===== config.mk =====
export PLATFORM = sky130hd
export DESIGN_NAME = sprite_mem_loader
export DESIGN_NICKNAME = d
export VERILOG_FILES = /design/src/rtl/sprite_pkg.sv /design/src/rtl/rgb_byte_packer.sv /design/src/rtl/sprite_mem_loader.sv
export SDC_FILE = /design/constraint.sdc
export NUM_CORES = 1
export LEC_CHECK = 0
export CORE_MARGIN = 1.5
export CORE_UTILIZATION = 54
export DETAILED_ROUTE_END_ITERATION = 16
export PLACE_DENSITY = 0.79
export SETUP_SLACK_MARGIN = 0.15
export SLEW_MARGIN = 20
export SYNTH_ARGS = -nofsm -noshare
export SYNTH_HDL_FRONTEND = slang
export SYNTH_SLANG_ARGS = --single-unit

===== constraint.sdc =====
create_clock -name pixel_clk_in -period 3 [get_ports pixel_clk_in]
set_input_delay 0.3 -clock pixel_clk_in [delete_from_list [all_inputs] [get_ports pixel_clk_in]]
set_output_delay 0.3 -clock pixel_clk_in [all_outputs]
set_load 0.05 [all_outputs]

===== src/rtl/sprite_pkg.sv =====
// Shared types and constants for the sprite memory loader.
package sprite_pkg;

    // Frame-parsing states of the loader FSM
    typedef enum logic [2:0] {
        IDLE,
        COUNT,
        PAL,
        IMG,
        DONE
    } loader_state_t;

    // Byte that opens every frame
    localparam logic [7:0] SPRITE_MAGIC = 8'hA5;

    // One palette entry as stored in the palette BRAM
    typedef struct packed {
        logic [7:0] r;
        logic [7:0] g;
        logic [7:0] b;
    } rgb24_t;

endpackage


===== src/rtl/rgb_byte_packer.sv =====
// Assembles three consecutive bytes (R, G, B) into one rgb24_t palette entry.
// The entry and its valid pulse appear the cycle after the B byte is taken.
module rgb_byte_packer
    import sprite_pkg::*;
(
    input  logic       i_clk,
    input  logic       i_rst,
    input  logic       i_clr,
    input  logic [7:0] i_byte,
    input  logic       i_byte_en,
    output logic       o_last,
    output rgb24_t     o_rgb,
    output logic       o_entry_valid
);

    logic [1:0] r_phase;
    logic [7:0] r_r;
    logic [7:0] r_g;

    // Next accepted byte completes an entry
    assign o_last = (r_phase == 2'd2);

    // Phase counter and R/G holding registers; B completes the entry
    always_ff @(posedge i_clk) begin
        if (i_rst) begin
            r_phase       <= 2'd0;
            r_r           <= 8'd0;
            r_g           <= 8'd0;
            o_rgb         <= '0;
            o_entry_valid <= 1'b0;
        end else begin
            o_entry_valid <= 1'b0;
            if (i_clr) begin
                r_phase <= 2'd0;
            end else if (i_byte_en) begin
                case (r_phase)
                    2'd0: begin
                        r_r     <= i_byte;
                        r_phase <= 2'd1;
                    end
                    2'd1: begin
                        r_g     <= i_byte;
                        r_phase <= 2'd2;
                    end
                    default: begin
                        o_rgb         <= '{r: r_r, g: r_g, b: i_byte};
                        o_entry_valid <= 1'b1;
                        r_phase       <= 2'd0;
                    end
                endcase
            end
        end
    end

endmodule


===== src/rtl/sprite_mem_loader.sv =====
// Byte-stream loader for the palette and image BRAMs of a palette-indexed sprite.
// Frame: MAGIC, N (0 = 256), 3*N palette bytes, WIDTH*HEIGHT index bytes.
// Every write strobe is registered and fires exactly one cycle after its byte is taken.
module sprite_mem_loader
    import sprite_pkg::*;
#(
    parameter  int         WIDTH  = 256,
    parameter  int         HEIGHT = 256,
    parameter  logic [7:0] MAGIC  = SPRITE_MAGIC,
    localparam int         IMG_AW = $clog2(WIDTH*HEIGHT)
) (
    input  logic              pixel_clk_in,
    input  logic              rst_in,
    input  logic [7:0]        byte_in,
    input  logic              byte_valid_in,
    output logic              byte_ready_out,
    output logic [7:0]        pal_addr_out,
    output logic [23:0]       pal_data_out,
    output logic              pal_we_out,
    output logic [IMG_AW-1:0] img_addr_out,
    output logic [7:0]        img_data_out,
    output logic              img_we_out,
    output logic              busy_out,
    output logic              done_out,
    output logic              error_out
);

    localparam logic [IMG_AW-1:0] LAST_PIX = IMG_AW'(WIDTH*HEIGHT - 1);

    loader_state_t     r_state;
    loader_state_t     w_next;
    logic              w_acc;
    logic              w_pk_en;
    logic              w_pk_clr;
    logic              w_pk_last;
    logic              w_pal_last;
    rgb24_t            w_rgb;

    logic [8:0]        r_n;
    logic [8:0]        r_entry;
    logic [IMG_AW-1:0] r_pix;
    logic [7:0]        r_pal_addr;
    logic [IMG_AW-1:0] r_img_addr;
    logic [7:0]        r_img_data;
    logic              r_img_we;
    logic              r_busy;
    logic              r_err;

    // Only the single DONE cycle stalls the source
    assign byte_ready_out = (r_state != DONE);
    assign w_acc          = byte_valid_in && (r_state != DONE);
    assign w_pal_last     = (r_entry == r_n - 9'd1);

    assign pal_addr_out   = r_pal_addr;
    assign pal_data_out   = w_rgb;
    assign img_addr_out   = r_img_addr;
    assign img_data_out   = r_img_data;
    assign img_we_out     = r_img_we;
    assign busy_out       = r_busy;
    assign error_out      = r_err;

    rgb_byte_packer u_packer (
        .i_clk         (pixel_clk_in),
        .i_rst         (rst_in),
        .i_clr         (w_pk_clr),
        .i_byte        (byte_in),
        .i_byte_en     (w_pk_en),
        .o_last        (w_pk_last),
        .o_rgb         (w_rgb),
        .o_entry_valid (pal_we_out)
    );

    // State register
    always_ff @(posedge pixel_clk_in) begin
        if (rst_in) r_state <= IDLE;
        else        r_state <= w_next;
    end

    // Next-state decode plus packer control and the done pulse
    always_comb begin
        w_next   = r_state;
        w_pk_en  = 1'b0;
        w_pk_clr = 1'b0;
        done_out = 1'b0;
        case (r_state)
            IDLE:  if (w_acc && byte_in == MAGIC) w_next = COUNT;
            COUNT: if (w_acc) begin
                       w_pk_clr = 1'b1;
                       w_next   = PAL;
                   end
            PAL:   begin
                       w_pk_en = w_acc;
                       if (w_acc && w_pk_last && w_pal_last) w_next = IMG;
                   end
            IMG:   if (w_acc && r_pix == LAST_PIX) w_next = DONE;
            DONE:  begin
                       done_out = 1'b1;
                       w_next   = IDLE;
                   end
            default: w_next = IDLE;
        endcase
    end

    // Counters, image write strobe, busy and sticky error
    always_ff @(posedge pixel_clk_in) begin
        if (rst_in) begin
            r_n        <= 9'd0;
            r_entry    <= 9'd0;
            r_pix      <= '0;
            r_pal_addr <= 8'd0;
            r_img_addr <= '0;
            r_img_data <= 8'd0;
            r_img_we   <= 1'b0;
            r_busy     <= 1'b0;
            r_err      <= 1'b0;
        end else begin
            r_img_we <= 1'b0;
            case (r_state)
                IDLE: if (w_acc) begin
                    if (byte_in == MAGIC) begin
                        r_err  <= 1'b0;
                        r_busy <= 1'b1;
                    end else begin
                        r_err  <= 1'b1;
                    end
                end
                COUNT: if (w_acc) begin
                    r_n     <= (byte_in == 8'd0) ? 9'd256 : {1'b0, byte_in};
                    r_entry <= 9'd0;
                end
                PAL: if (w_acc && w_pk_last) begin
                    r_pal_addr <= r_entry[7:0];
                    if (w_pal_last) r_pix   <= '0;
                    else            r_entry <= r_entry + 9'd1;
                end
                IMG: if (w_acc) begin
                    r_img_we   <= 1'b1;
                    r_img_addr <= r_pix;
                    r_img_data <= byte_in;
                    // With N = 256 every index is legal, so the 9-bit compare never fires
                    if ({1'b0, byte_in} >= r_n) r_err <= 1'b1;
                    if (r_pix != LAST_PIX) r_pix <= r_pix + 1'b1;
                end
                DONE: r_busy <= 1'b0;
                default: ;
            endcase
        end
    end

endmodule


# Word-level counts from Yosys, hierarchy flattened
# Cells that the tools add are included.
[word_totals]
out_inout_bits = 62
reg_bits = 115
elab_cells = 104
inputBits = 11
[op_classes]
muxes = 29
reduce_logical = 27
order_cmp = 1
eq_ne = 23
n_bitwise = 4
add_sub_neg = 3
[ops]
columns = ["operator", "n"]
rows = [
  ["16-bit two-way mux", 4],
  ["9-bit two-way mux", 4],
  ["16-bit one-hot mux with 2 select lines", 1],
  ["2-bit inequality test (second input constant)", 12],
  ["9-bit one-hot mux with 2 select lines", 1],
  ["16-bit by 1-bit adder with 16-bit output (second input constant)", 1],
  ["16-bit == test (second input constant)", 1],
  ["16-bit inequality test (second input constant)", 1],
  ["3-bit two-way mux", 4],
  ["3-bit one-hot mux with 4 select lines", 1],
  ["3-bit AND reduction", 4],
  ["4-bit AND reduction", 3],
  ["1-bit two-way mux", 11],
  ["9-bit by 1-bit adder with 9-bit output (second input constant)", 1],
  ["9-bit == test", 1],
  ["8-bit by 9-bit greater-or-equal comparator with 1-bit output", 1],
  ["9-bit by 1-bit subtractor with 9-bit output (second input constant)", 1],
  ["8-bit == test (second input constant)", 1],
  ["8-bit zero test", 1],
  ["2-bit nonzero test", 4],
  ["3-bit by 2-bit == test with 1-bit output (second input constant)", 2],
  ["2-bit AND reduction", 3],
  ["2-bit OR reduction", 3],
  ["1-bit logical AND", 5],
  ["other kinds (12)", 16],
]

# Longest topological paths before layout
# Gate-level depths: netlist of run 1.
[depth]
depth_word = 6
mapped_depth = 11
mapped_depth_nobuf = 9

# Hierarchy
# From an unflattened synthesis of run 1, not the netlist that was laid out.
[unflattened]
cells_unflattened = 585
hier_area_um2 = 5132.4
[by_module_without_submodules]
columns = ["module", "cells_per_inst", "area_each_um2", "seq_area_each_um2", "instances"]
rows = [
  ["sprite_mem_loader", 431, 3417.0, 1441.4, 1],
  ["rgb_byte_packer", 154, 1715.4, 860.8, 1],
]

# Least setup slack after synthesis of run 1
# OpenSTA, ideal clock, no wires.
[synth_timing]
path_type = "register -> register"
startpoint = "register r_n[0]"
endpoint = "register r_pix[6]"
path_slack_ns = 0.356
t_arrival_ns = 2.574
stages_incl_launch_ff = 11
required_ns = 2.930
path_cell_list = "dfxtp_1 > inv_1 > ha_1 > clkbuf_1 > o21ba_2 > a221o_1 > a211o_1 > a211oi_4 > nor2_1 > or4_1 > a21oi_1"
[synth_between]
elab_chain_len = 4
[synth_rtl]
columns = ["item", "line", "text"]
rows = [
  ["from (decl)", "sprite_mem_loader.sv:39", "logic [8:0] r_n;"],
  ["from (signal assigned)", "sprite_mem_loader.sv:128", "r_n <= (byte_in == 8'd0) ? 9'd256 : {1'b0, byte_in};"],
  ["9-bit by 1-bit subtractor with 9-bit output", "sprite_mem_loader.sv:52", "assign w_pal_last = (r_entry == r_n - 9'd1);"],
  ["9-bit == test", "sprite_mem_loader.sv:52", ""],
  ["2-bit inequality test (no source line)", "-", ""],
  ["5-bit AND reduction (no source line)", "-", ""],
  ["to (signal assigned)", "sprite_mem_loader.sv:142", "if (r_pix != LAST_PIX) r_pix <= r_pix + 1'b1;"],
  ["to (decl)", "sprite_mem_loader.sv:41", "logic [IMG_AW-1:0] r_pix;"],
]
# No other way between the ends.
# A chain may end at the register's enable or synchronous reset.

# Final worst setup path of run 1
[layout_timing]
startpoint = "register r_n[1]"
endpoint = "register r_pix[0]"
# The elaborated chain is that of the path after synthesis.

==> results of run 1 <==
-- through the flow --
step	power (uW)	area [um2]	setup slack [ns]	hold slack, ns	util (%)
global placement	1650	5860	0.330	0.440	66.3
floorplan	1600	5000	0.356	0.431	-
detailed placement	1650	5860	0.183	0.447	66.3
finish	3650	6480	0.329	0.307	73.2
CTS	3650	6470	0.155	0.293	73.1
global route	3740	6480	0.166	0.331	73.2
-- worst min-delay path by stage --
stage,slack (ns),start,end
floorplan,0.43,u_packer.r_r[0],u_packer.o_rgb[16]
global placement,0.44,u_packer.r_r[7],u_packer.o_rgb[23]
detailed placement,0.45,u_packer.o_rgb[11],u_packer.o_rgb[11]
CTS,0.29,rst_in,r_n[0]
global route,0.33,rst_in,r_n[0]
finish,0.31,rst_in,r_n[5]
-- synth_stat cells, types with 6 or more instances --
cell / n / area, um2
nor3_1: 11 / 55.1
dfxtp_1: 115 / 2300
nor2_1: 44 / 165
inv_1: 13 / 48.8
nor4_1: 6 / 37.5
nand3_1: 27 / 135
ha_1: 11 / 138
xor2_1: 18 / 158
clkbuf_1: 32 / 120
o211ai_1: 8 / 60.1
mux2i_1: 9 / 90.1
a21oi_1: 82 / 410
nand2_1: 156 / 586
o21ai_0: 6 / 30.0
and3_1: 11 / 68.8
xnor2_1: 10 / 87.6
-- worst max-delay path, delay by kind of cell, from the launching register on --
family / cells / cell delay (ns)
flops: 1 / 0.38
buf+inv: 2 / 0.30
fa+ha+maj: 1 / 0.24
xor+xnor: 1 / 0.21
simple gates: 1 / 0.17
compound gates: 5 / 1.29
-- layer usage --
metal	up-vias	track usage [%]	part of all wire, %
met4	0	12.1	2.5
met2	175	44.2	48
li1	2264	-	-
met1	2231	35.6	43
met3	32	6.32	6.0
met5	-	0	0
-- sequential cells by signal (all words and copies together), names as in the netlist, 2 cells and up --
| register | flops |
|---|---|
| u_packer.r_r | 8 |
| r_state | 3 |
| img_data_out | 8 |
| u_packer.r_phase | 2 |
| img_addr_out | 16 |
| r_pix | 16 |
| r_n | 9 |
| u_packer.r_g | 8 |
| u_packer.o_rgb | 24 |
| pal_addr_out | 8 |
| r_entry | 9 |
-- cell families after synthesis --
family / synth area share [%]
compound gates: 15.4
xor+xnor: 5.35
fa+ha+maj: 2.75
buf+inv: 4.08
flops: 46.0
mux: 1.80
simple gates: 24.7
-- power groups by stage --
stage	logic (uW)	registers (uW)	clock network, uW
floorplan	38.6	1570	0
global placement	85.7	1560	0
detailed placement	87.5	1560	0
CTS	88.7	1530	2030
global route	97.2	1530	2110
finish	90.5	1530	2030
-- layout make-up --
class                           instances  area [um2]  area share (%)
Multi-Input combinational cell        454        2510            38.7
Timing Repair Buffer                   94         885            13.6
Tap cell                              108         135            2.08
Inverter                               13        48.8           0.753
Sequential cell                       115        2300            35.5
Clock buffer                           20         445            6.87
Clock inverter                         12         156            2.41
==> summary.txt, run 1 <==
Hold path
  • Hold Crit Class: in2reg
  • Worst hold path depth: 2

Power and ir drop
  • Flop pwr share: 41.9%
  • Psw: 781 uW
  • Power Dens Cells: 563 nW/um2
  • Leakage Power: 0.00226 uW
  • Sw Share: 21.4%
  • Clock power frac: 55.6%
  • Comb power frac: under 10%
  • Max VDD drop: 0.000397 V
  • Internal power: 2870 uW

Final layout
  • Most common cell after layout, fill and taps aside: nand2_1
  • Final cell count without fillers: 816
  • Share of cells above drive strength 1: 9.18%
  • ANT cells: 0
  • Most frequent cells in the layout: nand2_1, dfxtp_1, a21oi_1
  • Layout Nets: 717
  • Syn-to-layout area delta: 29.5%
  • Fill count: approximately 650

Timing
  • FMAX: around 370 MHz
  • Final Hold Viols: 0
  • Setup TNS: 0 ns
  • Worst-Margin Slew: roughly 0.67 ns
  • Setup-failing EPs final: 0
  • Pins Over Slew Limit: 0
  • Final period utilization: 89.0%
  • Clk_skew: 0.00753 ns
  • Final min period: ~2.7 ns
  • Relative slew slack: 55.2%
  • RSZ-0062 raised after global routing: false

Global routing
  • Vias in the first global route: between 4k and 5k
  • First-pass GRT wire length: 21800 um
  • Gr usage total: around 28%
  • Total congestion overflow: 0
  • Largest net degree at the start of global routing: 44
  • Antenna violations before repair: 0

Setup path
  • FF-to-FF Start: r_n[1]
  • Reg2Reg Setup Slack: 0.33 ns
  • Setup Crit Path Kind: reg2reg
  • Setup crit start: r_n[1]
  • Crit path max fanout: 15
  • Startpoint types: register
  • Worst setup endpoint: r_pix[0]
  • Critical Path RT: ~3.4 ns
  • Worst reg-to-reg path cell count: 10
  • Reg2reg end: r_pix[0]
  • Slowest CP cell: dfxtp_1
  • Type of destination of the critical path: register
  • Max stage delay on crit path: 0.38 ns
  • CP cell instances: inv_1 > ha_2 > o21ba_2 > a221o_1 > a211o_1 > a211oi_4 > buf_6 > o21ai_0 > xor2_1 > nor2_1
  • Critical Path AT: 3.11 ns

Placement
  • Hpwl dp: 8680 um
  • Number of port buffers: 72
  • Inst Count DP: 784
  • GP Congestion: about 0.84

Drt
  • Starting DRC count in detailed routing: 362
  • Vias per cell: 5.76
  • # DRC: 0
  • Drt total wl: 13200 um
  • Via count: 4702
  • Detail Route Antenna Nets: 0
  • 1st-pass router iterations: 6
  • Drt wl/cell: between 15 and 20 um

Clock network
  • Reg clk slew, reported paths: approximately 0.060 ns
  • Clock Latency Late Sink: 0.52 ns
  • CTS sink cnt: 115
  • Hold_buf cts: 0
  • Post-CTS setup repair buffer count: 0
  • Clk root buf: clkbuf_8
  • CTS tree: yes
  • Num CTS Buffers: 17
  • Post-CTS sizing: 0
  • H-tree depth: 4
  • Clock Tree Buf Depth: 2

Yosys
  • Post-synth EDFFs: 0
  • Synth Warn #: 0
  • Synth Cell Area: 5000 um2
  • Synthesized instance count: 620
  • Avg Cell Area, Syn: 8.07 um2
  • Ys async rst share: 0%
  • Main synth FF type: dfxtp_1
  • Yosys cell types: 51
  • Seq/Total Area, Yosys: between 40 and 50%
  • #FFs+latches synth: 115
  • Synth Net Count: 642

Die
  • Core ar.: around 9000 um2
  • Initial cell density of the core: 56.5%
  • Num rows: 34
  • Die Width: between 90 and 100 um
  • Die Y: 99.3 um
  • DIE AREA: approximately 9900 um2
  • Top Ports: 73

Run
  • Max Cap Viol: 0

Status
  • Status: complete, no violations
(Power assumes the default switching activity.)
==> run 2: changes to the inputs <==
--- a/config.mk
+++ b/config.mk
@@ -6,10 +6,11 @@
 export NUM_CORES = 1
 export LEC_CHECK = 0
 export CORE_MARGIN = 1.5
-export CORE_UTILIZATION = 54
+export CORE_UTILIZATION = 58
 export DETAILED_ROUTE_END_ITERATION = 16
-export PLACE_DENSITY = 0.79
+export PLACE_DENSITY = 0.84
 export SETUP_SLACK_MARGIN = 0.15
+export SKIP_CTS_REPAIR_TIMING = 1
 export SLEW_MARGIN = 20
 export SYNTH_ARGS = -nofsm -noshare
 export SYNTH_HDL_FRONTEND = slang
==> constraint.sdc (replaced) <==
create_clock -name pixel_clk_in -period 3.13 [get_ports pixel_clk_in]
set_input_delay 0.313 -clock pixel_clk_in [delete_from_list [all_inputs] [get_ports pixel_clk_in]]
set_output_delay 0.313 -clock pixel_clk_in [all_outputs]
set_load 0.05 [all_outputs]
==> summary.txt, run 2 (synthesis gave the netlist of run 1 again) <==
Drt
  • Met3 wire len: 811 um
  • # DRC: 0
  • Wire length on met1: around 5500 um
  • 1st-pass router iterations: 6
  • Top Metal Used: met4
  • Starting DRC count in detailed routing: 404
  • Via count: approximately 4.7k
  • Drt wl/cell: 16.2 um
  • Detail Route Antenna Nets: 0
  • Metal2 WL: 6540 um
  • Drt total wl: 13100 um
  • Vias per cell: a little under 6

Clock network
  • Clock Latency Late Sink: between 0.5 and 0.6 ns
  • CTS sink cnt: 115
  • Reg clk slew, reported paths: 0.06 ns
  • Clock Tree Buf Depth: 2
  • H-tree depth: 4
  • Clk root buf: clkbuf_8
  • CTS tree: yes
  • Num CTS Buffers: 17

Die
  • Die Y: 95.9 um
  • DIE AREA: 9190 um2
  • Die Width: ~96 um
  • Core ar.: 8300 um2
  • Num rows: 33
  • Initial cell density of the core: 60.3%
  • Top Ports: 73

Power and ir drop
  • Comb power frac: 2.6%
  • Internal power: 2570 uW
  • Psw: 770 uW
  • Max VDD drop: 0.000518 V
  • Flop pwr share: a little over two fifths
  • Power Dens Cells: between 500 and 600 nW/um2
  • Sw Share: 23.0%
  • Clock power frac: 53.5%
  • Leakage Power: 0.00221 uW

Timing
  • Final period utilization: ~90%
  • FMAX: between 300 and 400 MHz
  • Clk_skew: 0.00905 ns
  • Relative slew slack: around 50%
  • Setup TNS: 0 ns
  • Final Hold Viols: 0
  • RSZ-0062 raised after global routing: true
  • Pins Over Slew Limit: 0
  • Setup-failing EPs final: 0
  • Worst-Margin Slew: 0.745 ns
  • Final min period: 2.83 ns

Setup path
  • Max stage delay on crit path: 0.51 ns
  • Worst reg-to-reg path cell count: 9
  • CP cell instances: inv_1 > ha_1 > o21ba_2 > a221o_1 > a211o_1 > a211oi_4 > nor2_1 > or4_1 > a21oi_1
  • CP Buf/Inv Count: 1
  • FF-to-FF Start: r_n[0]
  • Type of destination of the critical path: register
  • Crit path max fanout: 9
  • CP delay by family, top: compound AO/OA/AOI/OAI gates
  • Startpoint types: register
  • Reg2Reg Setup Slack: 0.30 ns
  • Critical Path AT: 3.28 ns
  • Reg2reg end: r_pix[6]
  • Slowest CP cell: or4_1
  • Critical Path RT: about 3.6 ns
  • Setup Crit Path Kind: reg2reg

Hold path
  • Worst hold path depth: 2
  • Hold Crit Class: in2reg
  • HP Start: rst_in
  • Hold Path End: u_packer.r_r[2]

Final layout
  • Most common cell after layout, fill and taps aside: nand2_1
  • Fill count: 545
  • Biggest register: u_packer.o_rgb
  • Most frequent cells in the layout: nand2_1, dfxtp_1, a21oi_1
  • Core Util, Final: 77.0%
  • Share of cells above drive strength 1: 8.25%
  • ANT cells: 0
  • Syn-to-layout area delta: 27.7%
  • Layout Nets: ~710
  • Largest register FFs: 24

Status
  • Status: complete, no violations

Global routing
  • Antenna violations before repair: 0
  • Largest net degree at the start of global routing: between 50 and 60
  • Gr usage total: a little under a third
  • First-pass GRT wire length: 21000 um
  • Vias in the first global route: 4449
  • Total congestion overflow: 0

Placement
  • GP Congestion: 0.912
  • Number of port buffers: just over 70
  • Hpwl dp: 8380 um

Run
  • Max Cap Viol: 0
==> run 2: power by group through the flow <==
stage | sequential, uW | combinational, uW | clock, uW
floorplan | 1500 | 37.0 | 0
finish | 1470 | 85.9 | 1790
detailed placement | 1500 | 82.3 | 0
CTS | 1470 | 83.9 | 1800
global route | 1470 | 91.7 | 1880
global placement | 1500 | 80.6 | 0
==> run 2: layer usage <==
layer,GRT usage (%),up-vias
li1,-,2256
met1,37.3,2252
met2,47.9,190
met3,9.08,34
met4,13.2,0
met5,0,-
==> run 2: worst max-delay path by stage <==
| stage | start | to | cells past startpoint |
|---|---|---|---|
| 6_report | r_n[0] | r_pix[6] | 9 |
| 4_1_cts | r_n[3] | r_entry[8] | 8 |
| 3_3_place_gp | r_n[0] | r_pix[6] | 9 |
| 5_1_grt | r_n[0] | r_pix[6] | 9 |
| 3_5_place_dp | r_n[0] | r_pix[6] | 9 |
| 2_1_floorplan | r_n[0] | r_pix[6] | 10 |
==> run 2: cell type report <==
| cell class | count | area, um2 | area share, % |
|---|---|---|---|
| multi-input cells | 454 | 2500 | 39.2 |
| well taps | 105 | 131 | 2.06 |
| flip-flops and latches | 115 | 2300 | 36.0 |
| repair buffers | 89 | 847 | 13.3 |
| inverters | 13 | 48.8 | 0.764 |
| clock inverters | 14 | 128 | 2.00 |
| clock buffers | 18 | 428 | 6.70 |
==> run 2: worst reg2reg max path, stage by stage (launching register included) <==
cell and delay (ns):
dfxtp_1 0.44, inv_1 0.08, ha_1 0.31, o21ba_2 0.24
a221o_1 0.35, a211o_1 0.30, a211oi_4 0.31, nor2_1 0.09
or4_1 0.51, a21oi_1 0.14
==> run 2: metrics by stage <==
step                      instances  cell area, um2  total power (uW)  setup WS, ns  hold WS (ns)
after floorplan                 620            5000              1540         0.486         0.431
after global placement          776            5820              1580         0.454         0.441
after detailed placement        776            5820              1580         0.383         0.446
after CTS                       808            6380              3350         0.212         0.328
after global routing            808            6390              3430         0.148         0.380
final                           808            6390              3340         0.304         0.348
==> run 3: changes to the inputs <==
--- a/config.mk
+++ b/config.mk
@@ -6,12 +6,13 @@
 export NUM_CORES = 1
 export LEC_CHECK = 0
 export CORE_MARGIN = 1.5
-export CORE_UTILIZATION = 58
+export CORE_UTILIZATION = 59
 export DETAILED_ROUTE_END_ITERATION = 16
-export PLACE_DENSITY = 0.84
+export PLACE_DENSITY = 0.85
 export SETUP_SLACK_MARGIN = 0.15
 export SKIP_CTS_REPAIR_TIMING = 1
 export SLEW_MARGIN = 20
 export SYNTH_ARGS = -nofsm -noshare
 export SYNTH_HDL_FRONTEND = slang
+export SYNTH_HIERARCHICAL = 1
 export SYNTH_SLANG_ARGS = --single-unit
==> summary.txt, run 3 <==
Final layout
  • Fill count: 538
  • Most common cell after layout, fill and taps aside: dfxtp_1
  • Most frequent cells in the layout: dfxtp_1, nand2_1, clkdlybuf4s50_1
  • Layout Nets: 670
  • ANT cells: 0
  • Biggest register: u_packer/o_rgb
  • Share of cells above drive strength 1: ~6.7%
  • Largest register FFs: 24
  • Syn-to-layout area delta: 26.4%

Global routing
  • First-pass GRT wire length: 20900 um
  • Largest net degree at the start of global routing: 55
  • Total congestion overflow: 0
  • Antenna violations before repair: 0
  • Gr usage total: 29.5%
  • Vias in the first global route: 4347

Timing
  • Relative slew slack: 38.9%
  • Setup TNS: 0 ns
  • Worst-Margin Slew: 0.917 ns
  • Setup-failing EPs final: 0
  • RSZ-0062 raised after global routing: false
  • WHS: 0.412 ns
  • Pins Over Slew Limit: 0
  • FMAX: 382 MHz
  • Final period utilization: between 80% and 90%
  • Final min period: around 2.6 ns
  • Clk_skew: 0.00642 ns
  • Final Hold Viols: 0

Yosys
  • Ys async rst share: 0%
  • Synthesized instance count: 585
  • Synth Cell Area: between 5000 and 6000 um2
  • Seq/Total Area, Yosys: 44.9%
  • Area leader, netlist: dfxtp_1
  • Most frequent cells after synthesis: dfxtp_1, nand2_1, nand2b_1, mux2i_1, a21oi_1
  • Main synth FF type: dfxtp_1
  • Top cell type's share of synthesized area: 44.9%
  • Post-synth EDFFs: 0
  • Synth Net Count: 607
  • Synth Warn #: 6
  • Yosys cell types: 54
  • #FFs+latches synth: 115
  • Most frequent cell after synthesis: dfxtp_1
  • Avg Cell Area, Syn: around 8.8 um2
  • Dominant cells by area after synthesis: dfxtp_1, mux2i_1, nand2b_1, nand2_1, a21oi_1

Setup path
  • Reg2Reg Setup Slack: 0.59 ns
  • Type of destination of the critical path: output port
  • Critical Path AT: about 2.3 ns
  • Setup Crit Path Kind: reg2out
  • Critical Path RT: around 2.8 ns
  • Crit path max fanout: 5
  • Startpoint types: register

Clock network
  • H-tree depth: 4
  • Clock Tree Buf Depth: 2
  • Clk root buf: clkbuf_8
  • CTS tree: yes
  • Reg clk slew, reported paths: 0.06 ns
  • CTS sink cnt: about 120
  • Num CTS Buffers: 17
  • Clock Latency Late Sink: about 0.52 ns

Power and ir drop
  • Power Dens Cells: 540 nW/um2
  • Leakage Power: around 0.0024 uW
  • Max VDD drop: 0.000408 V

Drt
  • 1st-pass router iterations: 5
  • Via count: 4435
  • Drt wl/cell: about 17 um
  • # DRC: 0
  • Vias per cell: 5.79
  • Drt total wl: around 13000 um
  • Starting DRC count in detailed routing: 324
  • Detail Route Antenna Nets: 0

Die
  • Num rows: 33
  • Core ar.: about 8300 um2
  • DIE AREA: 9270 um2
  • Top Ports: 73
  • Die Width: 96.3 um
  • Initial cell density of the core: around three fifths
  • Die Y: 96.3 um

Placement
  • GP Congestion: about 0.85
  • Number of port buffers: 72
  • Hpwl dp: 8130 um

Status
  • Status: complete, no violations

Hold path
  • Hold Crit Class: in2reg

Run
  • Max Cap Viol: 0
-- run 3: cell count changes after synthesis, moves of 10 or more --
cell / previous run / this run
nand2b_1: 5 / 51
nand3_1: 27 / 17
mux2i_1: 9 / 50
xor2_1: 18 / 8
a21oi_1: 82 / 44
nand2_1: 156 / 83
-- run 3: worst paths after layout --
kind	startpoint	endpoint	cells after the start
worst min register to register	img_addr_out[1]	img_addr_out[1]	2
worst max register to register	r_n[0]	r_entry[8]	9
worst min-delay path	rst_in	u_packer/o_entry_valid	2
worst max-delay path	r_state[2]	done_out	3
-- run 3: critical path, cell delays in order, from the launching register on --
cell	delay, ns
dfxtp_1	0.38
inv_1	0.11
nor3_1	0.38
clkdlybuf4s50_1	0.91
-- run 3: kinds of logic (layout without fill, tap and decap cells) --
family	count (synthesis)	in the layout	share of synthesized area [%]
XOR/XNOR	24	24	4.10
AND/OR/NAND/NOR	262	262	26.3
AO/OA/AOI/OAI	72	72	8.26
buffers and inverters	51	127	4.07
flip-flops	115	115	44.9
adder cells (fa/ha/maj)	11	11	2.68
multiplexers	50	50	9.75
-- run 3: area by class of cell --
cell class | count | area, um2 | share of cell area [%]
Tap cell | 105 | 131 | 2.02
Sequential cell | 115 | 2300 | 35.5
Clock inverter | 12 | 155 | 2.39
Clock buffer | 20 | 445 | 6.86
Inverter | 17 | 63.8 | 0.983
Timing Repair Buffer | 78 | 761 | 11.7
Multi-Input combinational cell | 419 | 2630 | 40.5
-- run 3: per-layer routing --
layer  share of wire, %  vias up  track usage, %
met5                  0        -               0
met4                2.3        0            12.3
met3                5.7       27            7.11
met2                 51      177            50.3
met1                 41     2114            35.5
li1                   -     2117               -
-- run 3: per-stage QoR --
step	instances	area [um2]	total power, uW	setup slack, ns	util [%]
finish	766	6490	3500	0.513	77.8
global route	766	6490	3590	0.343	77.8
CTS	766	6480	3510	0.379	77.7
detailed placement	734	5880	1580	0.449	70.5
global placement	734	5880	1580	0.484	70.5
floorplan	585	5130	1550	0.559	-
-- run 3: where the power goes --
part	internal (uW)	leakage, uW	total, uW	switching, uW
Sequential	1470	0.000926	1470	1.30
Clock	1260	0.000291	1950	692
Combinational	34.0	0.00123	87.9	53.9
Total	2750	0.00244	3500	747
